--- src/rtl/icache_direct_if.sv ---
// Fetch-side and memory-controller-side signals of the direct-mapped instruction cache.
// The cache uses the slave view; the datapath/memory environment uses the master view.
interface icache_direct_if;
    logic        imemREN;
    logic [31:0] imemaddr;
    logic        flush;
    logic        ihit;
    logic [31:0] imemload;
    logic        iREN;
    logic [31:0] iaddr;
    logic        iwait;
    logic [31:0] iload;

    modport slave (
        input  imemREN, imemaddr, flush, iwait, iload,
        output ihit, imemload, iREN, iaddr
    );

    modport master (
        output imemREN, imemaddr, flush, iwait, iload,
        input  ihit, imemload, iREN, iaddr
    );
endinterface

--- src/rtl/icache_direct.sv ---
// Direct-mapped read-only instruction cache: combinational hits, single-word fills
// through the memory controller, synchronous flush and hit/miss counters.
module icache_direct #(
    parameter int FRAMES = 16,
    parameter int CNTW   = 32
) (
    input  logic            CLK,
    input  logic            nRST,
    icache_direct_if.slave  bus,
    output logic [CNTW-1:0] hit_count,
    output logic [CNTW-1:0] miss_count
);
    localparam int IDX  = $clog2(FRAMES);
    localparam int TAGW = 30 - IDX;

    typedef enum logic {IDLE, FETCH} state_e;

    state_e            state_q, state_d;
    logic [FRAMES-1:0] valid_q;
    logic [TAGW-1:0]   tag_q  [FRAMES];
    logic [31:0]       data_q [FRAMES];
    logic [31:0]       missaddr_q, missaddr_d;
    logic [CNTW-1:0]   hit_cnt_q, miss_cnt_q;

    logic [IDX-1:0]    idx, midx;
    logic [TAGW-1:0]   atag, mtag;
    logic              hit, miss, fill;
    logic              unused_addr_lsb;

    assign idx  = bus.imemaddr[IDX+1:2];
    assign atag = bus.imemaddr[31:IDX+2];
    assign midx = missaddr_q[IDX+1:2];
    assign mtag = missaddr_q[31:IDX+2];
    assign unused_addr_lsb = ^bus.imemaddr[1:0];

    assign hit        = (state_q == IDLE) && bus.imemREN && valid_q[idx] && (tag_q[idx] == atag);
    assign miss       = (state_q == IDLE) && bus.imemREN && !hit;
    assign fill       = (state_q == FETCH) && !bus.iwait;
    assign missaddr_d = {bus.imemaddr[31:2], 2'b00};

    always_ff @(posedge CLK or posedge nRST) begin
        if (nRST) state_q <= IDLE;
        else      state_q <= state_d;
    end

    always_comb begin
        state_d = state_q;
        case (state_q)
            IDLE:    if (miss) state_d = FETCH;
            FETCH:   if (!bus.iwait) state_d = IDLE;
            default: state_d = IDLE;
        endcase
    end

    always_comb begin
        bus.ihit     = hit;
        bus.imemload = data_q[idx];
        bus.iREN     = (state_q == FETCH);
        bus.iaddr    = (state_q == FETCH) ? missaddr_q : 32'h0;
    end

    // Flush is applied after the fill write so a coincident fill lands invalid.
    always_ff @(posedge CLK or posedge nRST) begin
        if (nRST) begin
            valid_q <= '0;
            for (int i = 0; i < FRAMES; i++) begin
                tag_q[i]  <= '0;
                data_q[i] <= '0;
            end
        end else begin
            if (fill) begin
                valid_q[midx] <= 1'b1;
                tag_q[midx]   <= mtag;
                data_q[midx]  <= bus.iload;
            end
            if (bus.flush) valid_q <= '0;
        end
    end

    always_ff @(posedge CLK or posedge nRST) begin
        if (nRST) begin
            missaddr_q <= '0;
            hit_cnt_q  <= '0;
            miss_cnt_q <= '0;
        end else begin
            if (miss) missaddr_q <= missaddr_d;
            if (hit)  hit_cnt_q  <= hit_cnt_q + CNTW'(1);
            if (miss) miss_cnt_q <= miss_cnt_q + CNTW'(1);
        end
    end

    assign hit_count  = hit_cnt_q;
    assign miss_count = miss_cnt_q;
endmodule

--- src/flat_wrapper.sv ---
// flat-port wrapper written by rule: the top's interface ports become plain ports
module icache_direct_flat 
#(
    parameter int FRAMES = 16,
    parameter int CNTW   = 32
)
  (CLK, nRST, hit_count, miss_count, bus_imemREN, bus_imemaddr, bus_flush, bus_iwait, bus_iload, bus_ihit, bus_imemload, bus_iREN, bus_iaddr);
  icache_direct_if bus_i ();
  input  logic CLK;
  input  logic nRST;
  output logic [CNTW-1:0] hit_count;
  output logic [CNTW-1:0] miss_count;
  input wire logic [$bits(bus_i.imemREN)-1:0] bus_imemREN;
  input wire logic [$bits(bus_i.imemaddr)-1:0] bus_imemaddr;
  input wire logic [$bits(bus_i.flush)-1:0] bus_flush;
  input wire logic [$bits(bus_i.iwait)-1:0] bus_iwait;
  input wire logic [$bits(bus_i.iload)-1:0] bus_iload;
  output wire logic [$bits(bus_i.ihit)-1:0] bus_ihit;
  output wire logic [$bits(bus_i.imemload)-1:0] bus_imemload;
  output wire logic [$bits(bus_i.iREN)-1:0] bus_iREN;
  output wire logic [$bits(bus_i.iaddr)-1:0] bus_iaddr;
  assign bus_i.imemREN = bus_imemREN;
  assign bus_i.imemaddr = bus_imemaddr;
  assign bus_i.flush = bus_flush;
  assign bus_i.iwait = bus_iwait;
  assign bus_i.iload = bus_iload;
  assign bus_ihit = bus_i.ihit;
  assign bus_imemload = bus_i.imemload;
  assign bus_iREN = bus_i.iREN;
  assign bus_iaddr = bus_i.iaddr;
  icache_direct #(.FRAMES(FRAMES), .CNTW(CNTW)) u_core (.CLK(CLK), .nRST(nRST), .bus(bus_i), .hit_count(hit_count), .miss_count(miss_count));
endmodule
--- config.mk ---
export PLATFORM = sky130hd
export DESIGN_NAME = icache_direct_flat
export DESIGN_NICKNAME = d
export VERILOG_FILES = /design/src/rtl/icache_direct_if.sv /design/src/rtl/icache_direct.sv /design/src/flat_wrapper.sv
export SDC_FILE = /design/constraint.sdc
export NUM_CORES = 2
export LEC_CHECK = 0
export CAP_MARGIN = 20
export CELL_PAD_IN_SITES_DETAIL_PLACEMENT = 1
export CELL_PAD_IN_SITES_GLOBAL_PLACEMENT = 2
export CORE_ASPECT_RATIO = 1.5
export CORE_UTILIZATION = 45
export CTS_CLUSTER_SIZE = 25
export DETAILED_ROUTE_END_ITERATION = 8
export GPL_ROUTABILITY_DRIVEN = 1
export GPL_TIMING_DRIVEN = 0
export PLACE_DENSITY_LB_ADDON = 0.1
export SLEW_MARGIN = 20
export SYNTH_ARGS = -nofsm -noshare
export SYNTH_HDL_FRONTEND = slang
export SYNTH_SLANG_ARGS = --single-unit
--- constraint.sdc ---
create_clock -name CLK -period 48.7 [get_ports CLK]
set_input_delay 7.305 -clock CLK [delete_from_list [all_inputs] [get_ports CLK]]
set_output_delay 7.305 -clock CLK [all_outputs]
set_load 0.1 [all_outputs]
=== After elaboration in Yosys (flattened, before gate mapping) ===
Index checks and enable logic that the tools add are counted.

* Memories: 0
* Memory bits (writable): 0
* Register bits: 1039
* Bits of input ports: 69
* Word-level logic and storage cells: 82
* Bits in latches: 0
* ROM bits: 0

* Shifts and indexed selects: 0
* Multipliers: 0
* Eq/ne operators: 1
* Multiplexer cells: 22
* Reductions and logical operators: 10
* $add $sub $neg: 2
* Div/mod/pow operators: 0
* Order comparisons: 6
* Bitwise operators: 4

{| class="wikitable"
|+ Operators by type and width
! cell !! count
|-
| bitwise mux 512 bit || 1
|-
| bitwise mux 416 bit || 1
|-
| binary-select mux 32 bit (select 4 bit) || 1
|-
| demux 32 bit (select 4 bit) || 1
|-
| 2-to-1 mux 32 bit || 4
|-
| binary-select mux 26 bit (select 4 bit) || 1
|-
| demux 26 bit (select 4 bit) || 1
|-
| 2-to-1 mux 26 bit || 3
|-
| adder 32 x 1 -> 32 bit (second input constant) || 2
|-
| 2-to-1 mux 16 bit || 2
|-
| == test 26 bit || 1
|-
| bitwise OR 16 bit || 1
|-
| greater-or-equal comparator 5 bit (second input constant) || 2
|-
| less-than comparator 4 x 5 -> 1 bit (second input constant) || 2
|-
| inverter 4 -> 5 bit || 2
|-
| logical AND 1 bit || 7
|-
| less-than comparator 5 x 1 -> 1 bit (second input constant) || 1
|-
| binary-select mux 1 bit (select 4 bit) || 1
|-
| demux 1 bit (select 4 bit) || 1
|-
| greater-or-equal comparator 4 x 1 -> 1 bit (second input constant) || 1
|-
| 2-to-1 mux 1 bit || 4
|-
| logical NOT 1 bit || 2
|-
| case mux 1 bit (2 select lines) || 1
|-
| nonzero test 2 bit || 1
|-
| inverter 1 bit || 1
|}

=== Depth between registers and ports, before layout ===
* Depth after elaboration: 10
* Mapped depth: 15
* Depth with buffers taken out: 9

=== Worst setup path before layout ===
OpenSTA, ideal clock, no wires.

* Kind: input -> output
* Start: input bus_imemaddr[2]
* End: output bus_imemload[22]
* Stages: 10
* Data arrival time: 10.386 ns
* Slack: 31.009 ns
* Data required time: 41.395 ns
* Path through: buf_4 -> buf_12 -> buf_6 -> buf_6 -> buf_6 -> buf_4 -> buf_1 -> buf_2 -> mux4_2 -> mux4_2

* Word-level cells in the longest chain between the ends: 4

{| class="wikitable"
|+ RTL lines
! item !! RTL line !! text
|-
| from (decl) || flat_wrapper.sv:14 || <nowiki>input wire logic [$bits(bus_i.imemaddr)-1:0] bus_imemaddr;</nowiki>
|-
| inverter 4 -> 5 bit (not written as such) || icache_direct.sv:57 || <nowiki>bus.imemload = data_q[idx];</nowiki>
|-
| binary-select mux 32 bit (select 4 bit) || icache_direct.sv:57 ||
|-
| 2-to-1 mux 32 bit (not written as such) (2 in series) || icache_direct.sv:57 ||
|-
| to (decl) || flat_wrapper.sv:19 || <nowiki>output wire logic [$bits(bus_i.imemload)-1:0] bus_imemload;</nowiki>
|}

Every way passes these cells. The select of a mux whose other input is x is not followed.

=== Final worst setup path ===
* Start: input bus_imemaddr[5]
* End: output bus_ihit

* Word-level cells in the longest chain between the ends: 6

{| class="wikitable"
|+ RTL lines
! item !! RTL line !! text
|-
| inverter 4 -> 5 bit (not written as such) || icache_direct.sv:36 || <nowiki>assign hit = (state_q == IDLE) && bus.imemREN && valid_q[idx] && (tag_q[idx] == atag);</nowiki>
|-
| binary-select mux 26 bit (select 4 bit) || icache_direct.sv:36 ||
|-
| 2-to-1 mux 26 bit (not written as such) (2 in series) || icache_direct.sv:36 ||
|-
| == test 26 bit || icache_direct.sv:36 ||
|-
| logical AND 1 bit (*) || icache_direct.sv:36 ||
|-
| to (decl) || flat_wrapper.sv:18 || <nowiki>output wire logic [$bits(bus_i.ihit)-1:0] bus_ihit;</nowiki>
|}

Every way passes the cells marked *; elsewhere a longest branch is shown, timed or not. The select of a mux whose other input is x is not followed.

==> results.json <==
{
  "leakagePower_uw": 0.0244,
  "cap_violations": 0,
  "netlist_area_mm2": 0.0471,
  "grtUsageTotal_pct": 27.4,
  "min_period_over_period_pct": 41.6,
  "grt_pass1_vias": 31500,
  "cts_buffer_depth": 3,
  "dr.pass1.iters": 4,
  "setup_viol": 0,
  "final_antenna_net_count": 0,
  "yosysSeqAreaShare_pct": 55.2,
  "pre_cts_slack_ns": 28.40,
  "final_max_slew_viol_count": 0,
  "syn-mean-instance-area_um2": 15.8,
  "dp.cells": 4579,
  "synth_edf_count": 0,
  "antennaDiodeCount": 0,
  "clk_pin_slew_worst_paths_ns": 0.06,
  "fin_cells": 4770,
  "avgRoutedWirePerCell_um": 29.5,
  "area_growth_pct": 16.1,
  "layout-drive-gt1-share_pct": 44.1,
  "final_common_cell": "dfrtp_1",
  "rows": 145,
  "start_util_pct": 45.3,
  "synth_top_flop_cell": "dfrtp_1",
  "die_h_um": 398,
  "core_area_mm2": 0.104,
  "ir_drop_mv": 0.0410,
  "clock_sinks": 1039,
  "dpl.hpwl_um": 97500,
  "hold_violations": 0,
  "fmax_ghz": 0.0493,
  "synth_area_leaders": "dfrtp_1, mux2_2, mux4_2, mux2i_1, xnor2_1",
  "grt_pass1_wl_um": 212000,
  "yosysWarnings": 0,
  "cp_max_fo": 10,
  "synth.top_cell.area_share_pct": 55.2,
  "post-cts-setup-buffers": 0,
  "final_cell_mix": "dfrtp_1, mux2_2, mux4_2, clkdlybuf4s50_1, clkbuf_1",
  "detailedRoute.firstIterationViolations": 1613,
  "clk_latency_ns": 0.70,
  "end_kind": "output pin",
  "ys_seq_elements": 1039,
  "drc": 0,
  "cts_tree": "yes",
  "run_status": "complete, no violations",
  "synth_cell_type_count": 55,
  "crit_arrival_ns": 12.97,
  "fin_setup_tns_ns": 0,
  "io_pins": 199,
  "io_buffer_count": 190,
  "nNetsFinal": 3360,
  "vias": 27700,
  "rsz0062_at_grt": "no",
  "slew_headroom_pct": 20.0,
  "start_kind": "primary input",
  "viasPerCell": 5.81,
  "netlist_instances": 2978,
  "gp_congestion": 0.825,
  "routed_wl_um": 141000,
  "postCtsHoldBufs": 0,
  "fillers": 9798,
  "numCtsBuffers": 103,
  "clockRootBuffer": "clkbuf_16",
  "synth_top_area_cell": "dfrtp_1",
  "period_minus_slack_ns": 20.27,
  "worstMarginPinSlew_ns": 1.20,
  "cts_resized": 0,
  "synth-async-reset-ratio_pct": 100,
  "die_area_mm2": 0.106,
  "path_class": "in2out",
  "skew_ns": 0.0236,
  "grt_antenna_before_repair": 3,
  "cts-htree-levels": 3,
  "fin_ws_ns": 28.43,
  "min_path_type": "reg2reg",
  "overflow": 0,
  "die_w_um": 266,
  "cp.required_ns": 41.40,
  "p_per_area_mw_per_mm2": 57.1,
  "grt_max_degree": 116
}
## cells in the mapped netlist, drive strengths merged, types with 3 or more instances
cell type / number
dfrtp: 1039
mux2: 968
mux4: 255
clkbuf: 133
buf: 117
xnor2: 65
mux2i: 64
nor2: 39
and2: 36
nand2: 36
xor2: 35
nand3: 28
inv: 22
nand4: 22
and3: 21
nor3: 12
a21oi: 11
nor2b: 9
nor4: 8
a221oi: 6
and4: 6
o21ai: 6
o22ai: 4
nand2b: 3
nor3b: 3
o211ai: 3
## sequential cells by signal, indices dropped and copies added (netlist names)
signal and count:
u_core.data_q 512, u_core.tag_q 416, u_core.hit_count 32, u_core.miss_count 32, u_core.missaddr_q 30, u_core.valid_q 16
u_core.bus.iREN 1
## critical path, cell delays in order
cell and delay, ns:
clkdlybuf4s50_1 0.59, inv_1 0.39, buf_2 0.53, buf_2 0.66, mux2i_1 0.28, mux2i_1 0.10
xnor2_1 0.54, nand4_1 0.31, nor4_4 0.70, and3_1 0.34, clkdlybuf4s50_1 1.17
## path summary, 6_finish.rpt
| kind | from | endpoint | slack [ns] | depth (start not counted) |
|---|---|---|---|---|
| max | bus_imemaddr[5] | bus_ihit | 28.43 | 11 |
| min | u_core.hit_count[31] | u_core.hit_count[31] | 0.47 | 1 |
| max reg2reg | u_core.bus.iREN | u_core.data_q[71] | 44.17 | 7 |
| min reg2reg | u_core.hit_count[31] | u_core.hit_count[31] | 0.47 | 1 |
| max in group asynchronous | nRST | u_core.data_q[3] | 37.95 | 9 |
| min in group asynchronous | nRST | u_core.data_q[29] | 7.12 | 2 |
## layout make-up
cell class	count	area (um2)	area share (%)
buffer	250	1120	2.06
clock buffer	140	2960	5.41
clock inverter	50	599	1.10
inverter	22	90.1	0.165
multi-input combinational	1668	19900	36.4
sequential	1039	26000	47.6
tap	1396	1750	3.19
timing repair buffer	205	2240	4.09
## metrics by stage
| step | hold slack (ns) | utilization [%] | total power, uW | instance area (um2) |
|---|---|---|---|---|
| 6_report | 0.467 | 52.6 | 3120 | 54700 |
| 5_1_grt | 0.485 | 52.6 | 3270 | 54700 |
| 4_1_cts | 0.471 | 52.6 | 3150 | 54700 |
| 3_5_place_dp | 0.462 | 49.2 | 2300 | 51100 |
| 3_3_place_gp | 0.457 | 48.8 | 2230 | 50700 |
| 2_1_floorplan | 0.457 | - | 2040 | 47100 |
## routing by layer
layer / up-vias / global-route usage, % / part of all wire, % / wire length [um]
met5: - / 0 / 0.019 / 27
met4: 4 / 10.4 / 3.7 / 5190
met3: 227 / 3.33 / 3.4 / 4830
met2: 578 / 49.4 / 54 / 75700
met1: 15300 / 33.5 / 39 / 54900
li1: 11600 / - / - / -
## power breakdown
part / internal, uW / total (uW) / switching, uW
sequential: 1200 / 1390 / 186
clock: 489 / 843 / 354
combinational: 471 / 894 / 423
total: 2160 / 3120 / 963
## cell families (layout without fill, tap and decap cells)
group	Yosys count	count (layout)	synth area share, %
flip-flops	1039	1039	55.2
adder cells (fa/ha/maj)	2	2	0.0531
buffers and inverters	272	667	2.52
multiplexers	1287	1287	36.9
AND/OR/NAND/NOR	229	229	2.68
AO/OA/AOI/OAI	48	48	0.765
XOR/XNOR	100	100	1.86
other	1	2	0.00796
Note: power is estimated with default switching activity, not from simulation.
